`src/rtl/var_len_deserializer.sv`:
```
// var_len_deserializer
//   Serial-to-parallel converter with a run-time frame length (1..WIDTH) and a
//   compile-time bit order. Accepted bits (data_val_i=1) are collected into a
//   WIDTH-bit register. Each completed frame is emitted right-justified, with
//   the unused upper bits at 0, together with a one-cycle valid pulse.
//
// Optional feature (macro DESER_PARITY_CHECK_EN):
//   Each frame is followed by one even-parity bit. The word is issued after the
//   parity bit, and deser_par_err_o flags a mismatch alongside the valid pulse.
//
// Parameters
//   WIDTH      maximum word length in bits (>= 2)
//   MSB_FIRST  1: first received bit is the word MSB; 0: first bit is bit 0
//   LEN_W      width of data_len_i (derived)
//
// Ports
//   clk_i             clock
//   srst_i            asynchronous active-high reset
//   data_i            serial data bit
//   data_val_i        qualifier for data_i
//   data_len_i        frame length, sampled with the first bit (0 or >WIDTH -> WIDTH)
//   flush_i           abort a partial frame; the bit in the same cycle is dropped
//   deser_data_o      assembled word, held until the next completion
//   deser_data_val_o  one-cycle pulse per frame
//   deser_busy_o      1 while a frame is partially received
//   deser_par_err_o   parity mismatch, valid with deser_data_val_o (parity build only)

module var_len_deserializer #(
    parameter int  WIDTH     = 16,
    parameter bit  MSB_FIRST = 1'b1,
    localparam int LEN_W     = $clog2(WIDTH + 1)
) (
    input  logic             clk_i,
    input  logic             srst_i,
    input  logic             data_i,
    input  logic             data_val_i,
    input  logic [LEN_W-1:0] data_len_i,
    input  logic             flush_i,
    output logic [WIDTH-1:0] deser_data_o,
    output logic             deser_data_val_o,
    output logic             deser_busy_o
`ifdef DESER_PARITY_CHECK_EN
    ,
    output logic             deser_par_err_o
`endif
);

    typedef enum logic [1:0] {
        StIdle,
        StShift
`ifdef DESER_PARITY_CHECK_EN
        ,
        StParity
`endif
    } state_t;

    state_t           r_state;
    logic [LEN_W-1:0] r_cnt;
    logic [LEN_W-1:0] r_len;
    logic [WIDTH-1:0] r_shreg;
    logic [WIDTH-1:0] r_data;
    logic             r_val;
    logic             r_busy;
`ifdef DESER_PARITY_CHECK_EN
    logic             r_par;      // running XOR of the data bits of this frame
    logic             r_par_err;
`endif

    logic [LEN_W-1:0] w_len_clamped;
    logic [LEN_W-1:0] w_cnt_inc;
    logic [WIDTH-1:0] w_first;    // register image after the first bit of a frame
    logic [WIDTH-1:0] w_word;     // register image after the current bit in SHIFT

    always_comb begin
        w_len_clamped = data_len_i;
        if (data_len_i == '0 || data_len_i > LEN_W'(WIDTH)) begin
            w_len_clamped = LEN_W'(WIDTH);
        end

        w_cnt_inc = r_cnt + LEN_W'(1);

        // The first bit lands in bit 0 for both orders: MSB-first shifts it up later.
        w_first    = '0;
        w_first[0] = data_i;

        w_word = r_shreg;
        if (MSB_FIRST) begin
            w_word = {r_shreg[WIDTH-2:0], data_i};
        end else begin
            for (int i = 0; i < WIDTH; i++) begin
                if (r_cnt == LEN_W'(i)) begin
                    w_word[i] = data_i;
                end
            end
        end
    end

    always_ff @(posedge clk_i or posedge srst_i) begin
        if (srst_i) begin
            r_state   <= StIdle;
            r_cnt     <= '0;
            r_len     <= '0;
            r_shreg   <= '0;
            r_data    <= '0;
            r_val     <= 1'b0;
            r_busy    <= 1'b0;
`ifdef DESER_PARITY_CHECK_EN
            r_par     <= 1'b0;
            r_par_err <= 1'b0;
`endif
        end else begin
            r_val <= 1'b0;
`ifdef DESER_PARITY_CHECK_EN
            r_par_err <= 1'b0;
`endif
            if (flush_i) begin
                // Flush wins over any bit presented in the same cycle.
                r_state <= StIdle;
                r_cnt   <= '0;
                r_shreg <= '0;
                r_busy  <= 1'b0;
`ifdef DESER_PARITY_CHECK_EN
                r_par   <= 1'b0;
`endif
            end else if (data_val_i) begin
                case (r_state)
                    StIdle: begin
                        r_len <= w_len_clamped;
                        r_cnt <= LEN_W'(1);
`ifdef DESER_PARITY_CHECK_EN
                        r_par   <= data_i;
                        r_shreg <= w_first;
                        r_busy  <= 1'b1;
                        if (w_len_clamped == LEN_W'(1)) begin
                            r_state <= StParity;
                        end else begin
                            r_state <= StShift;
                        end
`else
                        if (w_len_clamped == LEN_W'(1)) begin
                            r_data  <= w_first;
                            r_val   <= 1'b1;
                            r_cnt   <= '0;
                            r_shreg <= '0;
                        end else begin
                            r_shreg <= w_first;
                            r_state <= StShift;
                            r_busy  <= 1'b1;
                        end
`endif
                    end

                    StShift: begin
                        r_cnt <= w_cnt_inc;
`ifdef DESER_PARITY_CHECK_EN
                        r_par   <= r_par ^ data_i;
                        r_shreg <= w_word;
                        if (w_cnt_inc == r_len) begin
                            r_state <= StParity;
                        end
`else
                        if (w_cnt_inc == r_len) begin
                            r_data  <= w_word;
                            r_val   <= 1'b1;
                            r_state <= StIdle;
                            r_busy  <= 1'b0;
                            r_cnt   <= '0;
                            r_shreg <= '0;
                        end else begin
                            r_shreg <= w_word;
                        end
`endif
                    end

`ifdef DESER_PARITY_CHECK_EN
                    StParity: begin
                        // Word is delivered even when the parity bit disagrees.
                        r_data    <= r_shreg;
                        r_val     <= 1'b1;
                        r_par_err <= r_par ^ data_i;
                        r_state   <= StIdle;
                        r_busy    <= 1'b0;
                        r_cnt     <= '0;
                        r_shreg   <= '0;
                        r_par     <= 1'b0;
                    end
`endif

                    default: begin
                        r_state <= StIdle;
                        r_busy  <= 1'b0;
                        r_cnt   <= '0;
                        r_shreg <= '0;
                    end
                endcase
            end
        end
    end

    assign deser_data_o     = r_data;
    assign deser_data_val_o = r_val;
    assign deser_busy_o     = r_busy;
`ifdef DESER_PARITY_CHECK_EN
    assign deser_par_err_o  = r_par_err;
`endif

endmodule

```
`config.mk`:
```
export PLATFORM = sky130hd
export DESIGN_NAME = var_len_deserializer
export DESIGN_NICKNAME = d
export VERILOG_FILES = /design/src/rtl/var_len_deserializer.sv
export SDC_FILE = /design/constraint.sdc
export NUM_CORES = 1
export LEC_CHECK = 0
export CAP_MARGIN = 5
export CELL_PAD_IN_SITES_DETAIL_PLACEMENT = 0
export CELL_PAD_IN_SITES_GLOBAL_PLACEMENT = 1
export CORE_ASPECT_RATIO = 0.5
export CORE_MARGIN = 8
export CORE_UTILIZATION = 39
export CTS_BUF_LIST = sky130_fd_sc_hd__clkbuf_4
export DETAILED_ROUTE_END_ITERATION = 12
export GPL_ROUTABILITY_DRIVEN = 0
export PLACE_DENSITY = 0.73
export SYNTH_ARGS = -nofsm -noshare
export SYNTH_HDL_FRONTEND = slang
export SYNTH_SLANG_ARGS = --single-unit
```
`constraint.sdc`:
```
create_clock -name clk_i -period 4.8 [get_ports clk_i]
set_input_delay 0.48 -clock clk_i [delete_from_list [all_inputs] [get_ports clk_i]]
set_output_delay 0.48 -clock clk_i [all_outputs]
set_load 0.005 [all_outputs]
```
---- Word-level counts from Yosys, hierarchy flattened ----
Cells that the tools add are included.
storage, ports and cells
  bits in read-only memories .............. 0
  bits in registers ....................... 45
  latch bits .............................. 0
  logic and storage cells ................. 54
  memory bits (writable) .................. 0
  output and inout bits ................... 18
  memories kept ........................... 0
cells by class
  reduce and logical (&&, ||, !) cells .... 8
  eq/ne operators ......................... 7
  $mul .................................... 0
  $add $sub $neg .......................... 1
  mux-type cells .......................... 29
  shifts and indexed selects .............. 0
  bitwise operators ....................... 1
  magnitude comparators ................... 1
  divide/modulo/power cells ............... 0
operators with widths
  cell                                                 count
  two-way mux 15 bit                                   3
  two-way mux 16 bit                                   2
  case mux 16 bit (2 select lines)                     1
  case mux 15 bit (2 select lines)                     1
  two-way mux 5 bit                                    4
  two-way mux 1 bit                                    10
  case mux 5 bit (2 select lines)                      1
  two-way mux 2 bit                                    4
  != test 3 bit, second input constant                 2
  AND reduction 3 bit                                  2
  adder 5 x 1 -> 5 bit, second input constant          1
  equality test 5 x 1 -> 1 bit, second input constant  1
  equality test 5 bit                                  1
  > comparator 5 bit, second input constant            1
  logical NOT 5 bit                                    1
  AND reduction 5 bit                                  1
  != test 2 bit, second input constant                 2
  case mux 1 bit (2 select lines)                      2
  case mux 2 bit (2 select lines)                      1
  nonzero test 2 bit                                   2
  equality test 2 x 1 -> 1 bit, second input constant  1
  logical NOT 2 bit                                    1
  logical OR 1 bit                                     1
  inverter 1 bit                                       1

---- Logic depth before layout (Yosys ltp) ----
  depth after elaboration ................. 8
  depth in mapped cells ................... 8
  mapped depth without buffers ............ 6

---- Worst setup path before layout ----
OpenSTA, ideal clock, no wires.
  path kind ............................... input to register
  from .................................... input port data_len_i[0]
  to ...................................... register r_data[1], in the netlist deser_data_o[1]
  path slack .............................. 2.300 ns
  data arrival time ....................... 2.376 ns
  required time ........................... 4.676 ns
  stages .................................. 7
  library setup time ...................... 0.124 ns
  cell sequence ........................... or4_1 -> ha_1 -> nor4b_1 -> nand4_1 -> clkbuf_1 -> nand2_1 -> mux2i_1
on the way
  cells in the longest elaborated chain, start to end .. 6
  elaborated cells between the ends (all ways) .. 7
  those cells by class .................... order compare (1); eq/ne (2); mux (1); reduce/logical (3)
ends and longest elaborated chain
  item                                                     line  source
  start, declared                                          37    input logic [LEN_W-1:0] data_len_i,
  > comparator 5 bit or logical NOT 5 bit (tied branches)  76    if (data_len_i == '0 || data_len_i > LEN_W'(WIDTH)) begin
  logical OR 1 bit                                         76
  two-way mux 5 bit *                                      76
  equality test 5 x 1 -> 1 bit *                           140   if (w_len_clamped == LEN_W'(1)) begin
  != test 2 bit (no line) *                                -
  AND reduction 5 bit (no line) *                          -
  end signal, assigned                                     141   r_data <= w_first;
  end signal, assigned                                     163   r_data <= w_word;
  end, declared                                            61    logic [WIDTH-1:0] r_data;
Mark *: on every way between the ends. The rest lies on a longest branch, timed or not.
A chain may end at the register's enable or synchronous reset.

---- Final worst setup path ----
  from .................................... input port data_len_i[0]
  to ...................................... register r_data[0], in the netlist deser_data_o[0]
The elaborated chain is that of the path after synthesis.

==> flow_summary_export.csv <==
group,metric,value,unit
synth,ys_ff_latch,43,
critical_path,end_kind,"flip-flop",
floorplan,rows,18,
timing,fin_crit_sh,57.10,%
timing,slew_violations,0,
synth,ys_warn_count,0,
pwr,power_density,268.0,mW/mm^2
floorplan,dieArea,0.008046,sq mm
routing,wl_per_cell,13.97,microns
synth,async_reset_ff_share,100.0,%
critical_path,worst_setup_path_start_kind,"primary input",
placement,pre_cts_slack,1.697,ns
clock_network,cts_buffers,5,
flow_run,drv_cap,0,
synth,synth_area,0.002073,sq mm
timing,rsz0062_at_grt,"no",
synth,synth_cell_type_count,43,
cells_and_area,drive_gt1_share,7.834,%
timing,fin_ws,2.059,ns
cells_and_area,instances_no_fill,287,
synth,synth.area.top_cells,"dfrtp_1 (52%), a22o_1 (6.8%), mux2i_1 (6.8%)",
grt,antenna_found_initial,0,
synth,yosysTopAreaCell,"dfrtp_1",
timing,fmaxAchievable,364.9,MHz
cells_and_area,num-nets-final,228,
grt,gr-total-overflow,0,
timing,tns,0,ns
synth,synth_ff_type,"dfrtp_1",
synth,netlist_instances,187,
hold_path,hold_path_class,"flip-flop to flip-flop",
critical_path,path_class,"primary input to flip-flop",
floorplan,dieHeight,67.56,microns
placement,io_buffers,27,
critical_path,crit_arrival,3.01,ns
placement,dp_hpwl,2778,microns
floorplan,core_area,0.005022,sq mm
clock_network,cts_resized,0,
clock_network,cts_num_sinks,43,
cells_and_area,final_util,49.00,%
synth,avgSynthCellArea,11.09,sq um
routing,drt_wl_total,4009,microns
synth,yosysSeqAreaShare,51.90,%
clock_network,cts_max_path_buffers,2,
critical_path,cp.required,5.07,ns
floorplan,io_pins,28,
timing,clock_skew,0.007051,ns
pwr,p_leak,0.001145,uW
timing,max_slew_margin,46.35,%
timing,finalHoldViolations,0,
run_status,outcome,"complete, no violations",
clock_network,root_buffer,"clkbuf_4",
clock_network,path_clk_slew,0.13,ns
cells_and_area,syn2layout_area_growth,18.71,%
timing,fin_crit,2.741,ns
grt,grt_pass1_wl,7086,microns
routing,vias,1455,
placement,dpl.cell_count,279,
timing,finalSetupViolCount,0,
grt,gr-usage-all-layers,10.91,%
timing,tightest_slew,0.8022,ns
cells_and_area,antenna_cells,0,
synth,synth_fp_nets,199,
clock_network,cts_tree,"yes",
pwr,total_power,659.6,uW
synth,yosys.area.top_type_share,51.90,%
routing,dr.pass1.iters,4,
routing,via_per_inst,5.070,
routing,drc,0,
cells_and_area,fillers,458,
clock_network,cts_setup_buffers,0,
clock_network,cts_hold_buf,0,
clock_network,clkLatencyLatePin,0.35,ns
synth,synth_edf_count,0,
routing,ant_nets,0,
pwr,max-vdd-ir-drop,111.5,uV
clock_network,h-tree-depth,2,
grt,grt_pass1_vias,1486,
critical_path,crit_fanout,17,
routing,drt_iter0_markers,60,
floorplan,floorplan.initialDensity,41.28,%
floorplan,die_x,119.1,microns
grt,grt_max_degree,44,
path summary, 6_finish.rpt:
check	cells after the start	startpoint	slack, ns	endpoint
max	8	data_len_i[0]	2.06	deser_data_o[0]
min	2	r_len[2]	0.51	r_len[2]
max reg2reg	5	r_cnt[0]	2.42	r_shreg[6]
min reg2reg	2	r_len[2]	0.51	r_len[2]
max in group asynchronous	3	srst_i	3.88	deser_data_o[1]
min in group asynchronous	3	srst_i	0.56	deser_data_o[9]
metrics by stage:
step,cell area [sq um],hold WS [ns]
floorplan,2073,0.4607
CTS,2461,0.5188
finish,2461,0.5112
global route,2461,0.5320
global placement,2404,0.4822
detailed placement,2404,0.4931
report_power, final:
group / internal, uW / switching, uW
registers: 376 / 13.0
logic: 42.3 / 49.6
clock network: 62.3 / 117
Yosys cell counts (2+ instances only):
master / n
a21oi_1: 2
a22o_1: 16
a311oi_1: 2
a31oi_1: 2
buf_6: 2
clkbuf_1: 4
dfrtp_1: 43
ha_1: 2
inv_1: 20
mux2i_1: 14
nand2_1: 22
nand2b_1: 6
nand3_1: 5
nor2_1: 3
nor3b_1: 2
o211ai_1: 2
o21ai_0: 7
or4_1: 3
xnor2_1: 3
xnor3_1: 2
xor2_1: 3
cells by family (layout without fill, tap and decap cells):
kind of cell             count (synthesis)  count (layout)  synth area share, %
flip-flops                              43              43                51.90
buffers and inverters                   28              58                6.035
AND/OR/NAND/NOR                         55              55                14.79
AO/OA/AOI/OAI                           36              36                13.40
multiplexers                            14              14                6.759
XOR/XNOR                                 9               9                5.914
adder cells (fa/ha/maj)                  2               2                1.207
layer usage:
layer	up-vias	share of wire [%]	global-route usage, %
met1	705	50	13.57
met3	2	4.7	3.411
met5	-	0	0
met4	0	0.67	3.744
li1	720	-	-
met2	28	45	18.00
critical path, stage by stage:
cell             delay (ns)
clkdlybuf4s50_1        0.43
or4_1                  0.53
ha_1                   0.32
nor4b_1                0.48
nand4_1                0.15
buf_4                  0.23
or2_2                  0.28
o211ai_1               0.10
layout make-up:
class | count | area, sq um | share of cell area, %
Clock inverter | 2 | 12.51 | 0.5084
Multi-Input combinational cell | 116 | 872.1 | 35.43
Timing Repair Buffer | 30 | 292.8 | 11.90
Sequential cell | 43 | 1076 | 43.72
Inverter | 20 | 75.07 | 3.050
Tap cell | 70 | 87.58 | 3.559
Clock buffer | 6 | 45.04 | 1.830
cell usage in the layout (no fill, tap or decap), drive strengths merged, types with 3 or more instances in the layout:
master / n
xnor2: 3
nand2: 22
a22o: 16
a31oi: 3
inv: 20
dfrtp: 43
nor2: 3
xor2: 3
buf: 3
mux2i: 14
clkdlybuf4s50: 27
nand3: 6
or4: 4
o21ai: 7
nand2b: 6
clkbuf: 6
state kept, by name, summed over array words and instances, names as in the netlist:
signal / flops
deser_data_val_o: 1
r_len: 5
deser_busy_o: 1
deser_data_o: 16
r_cnt: 5
r_shreg: 15
Power figures use the tool's default switching activity.
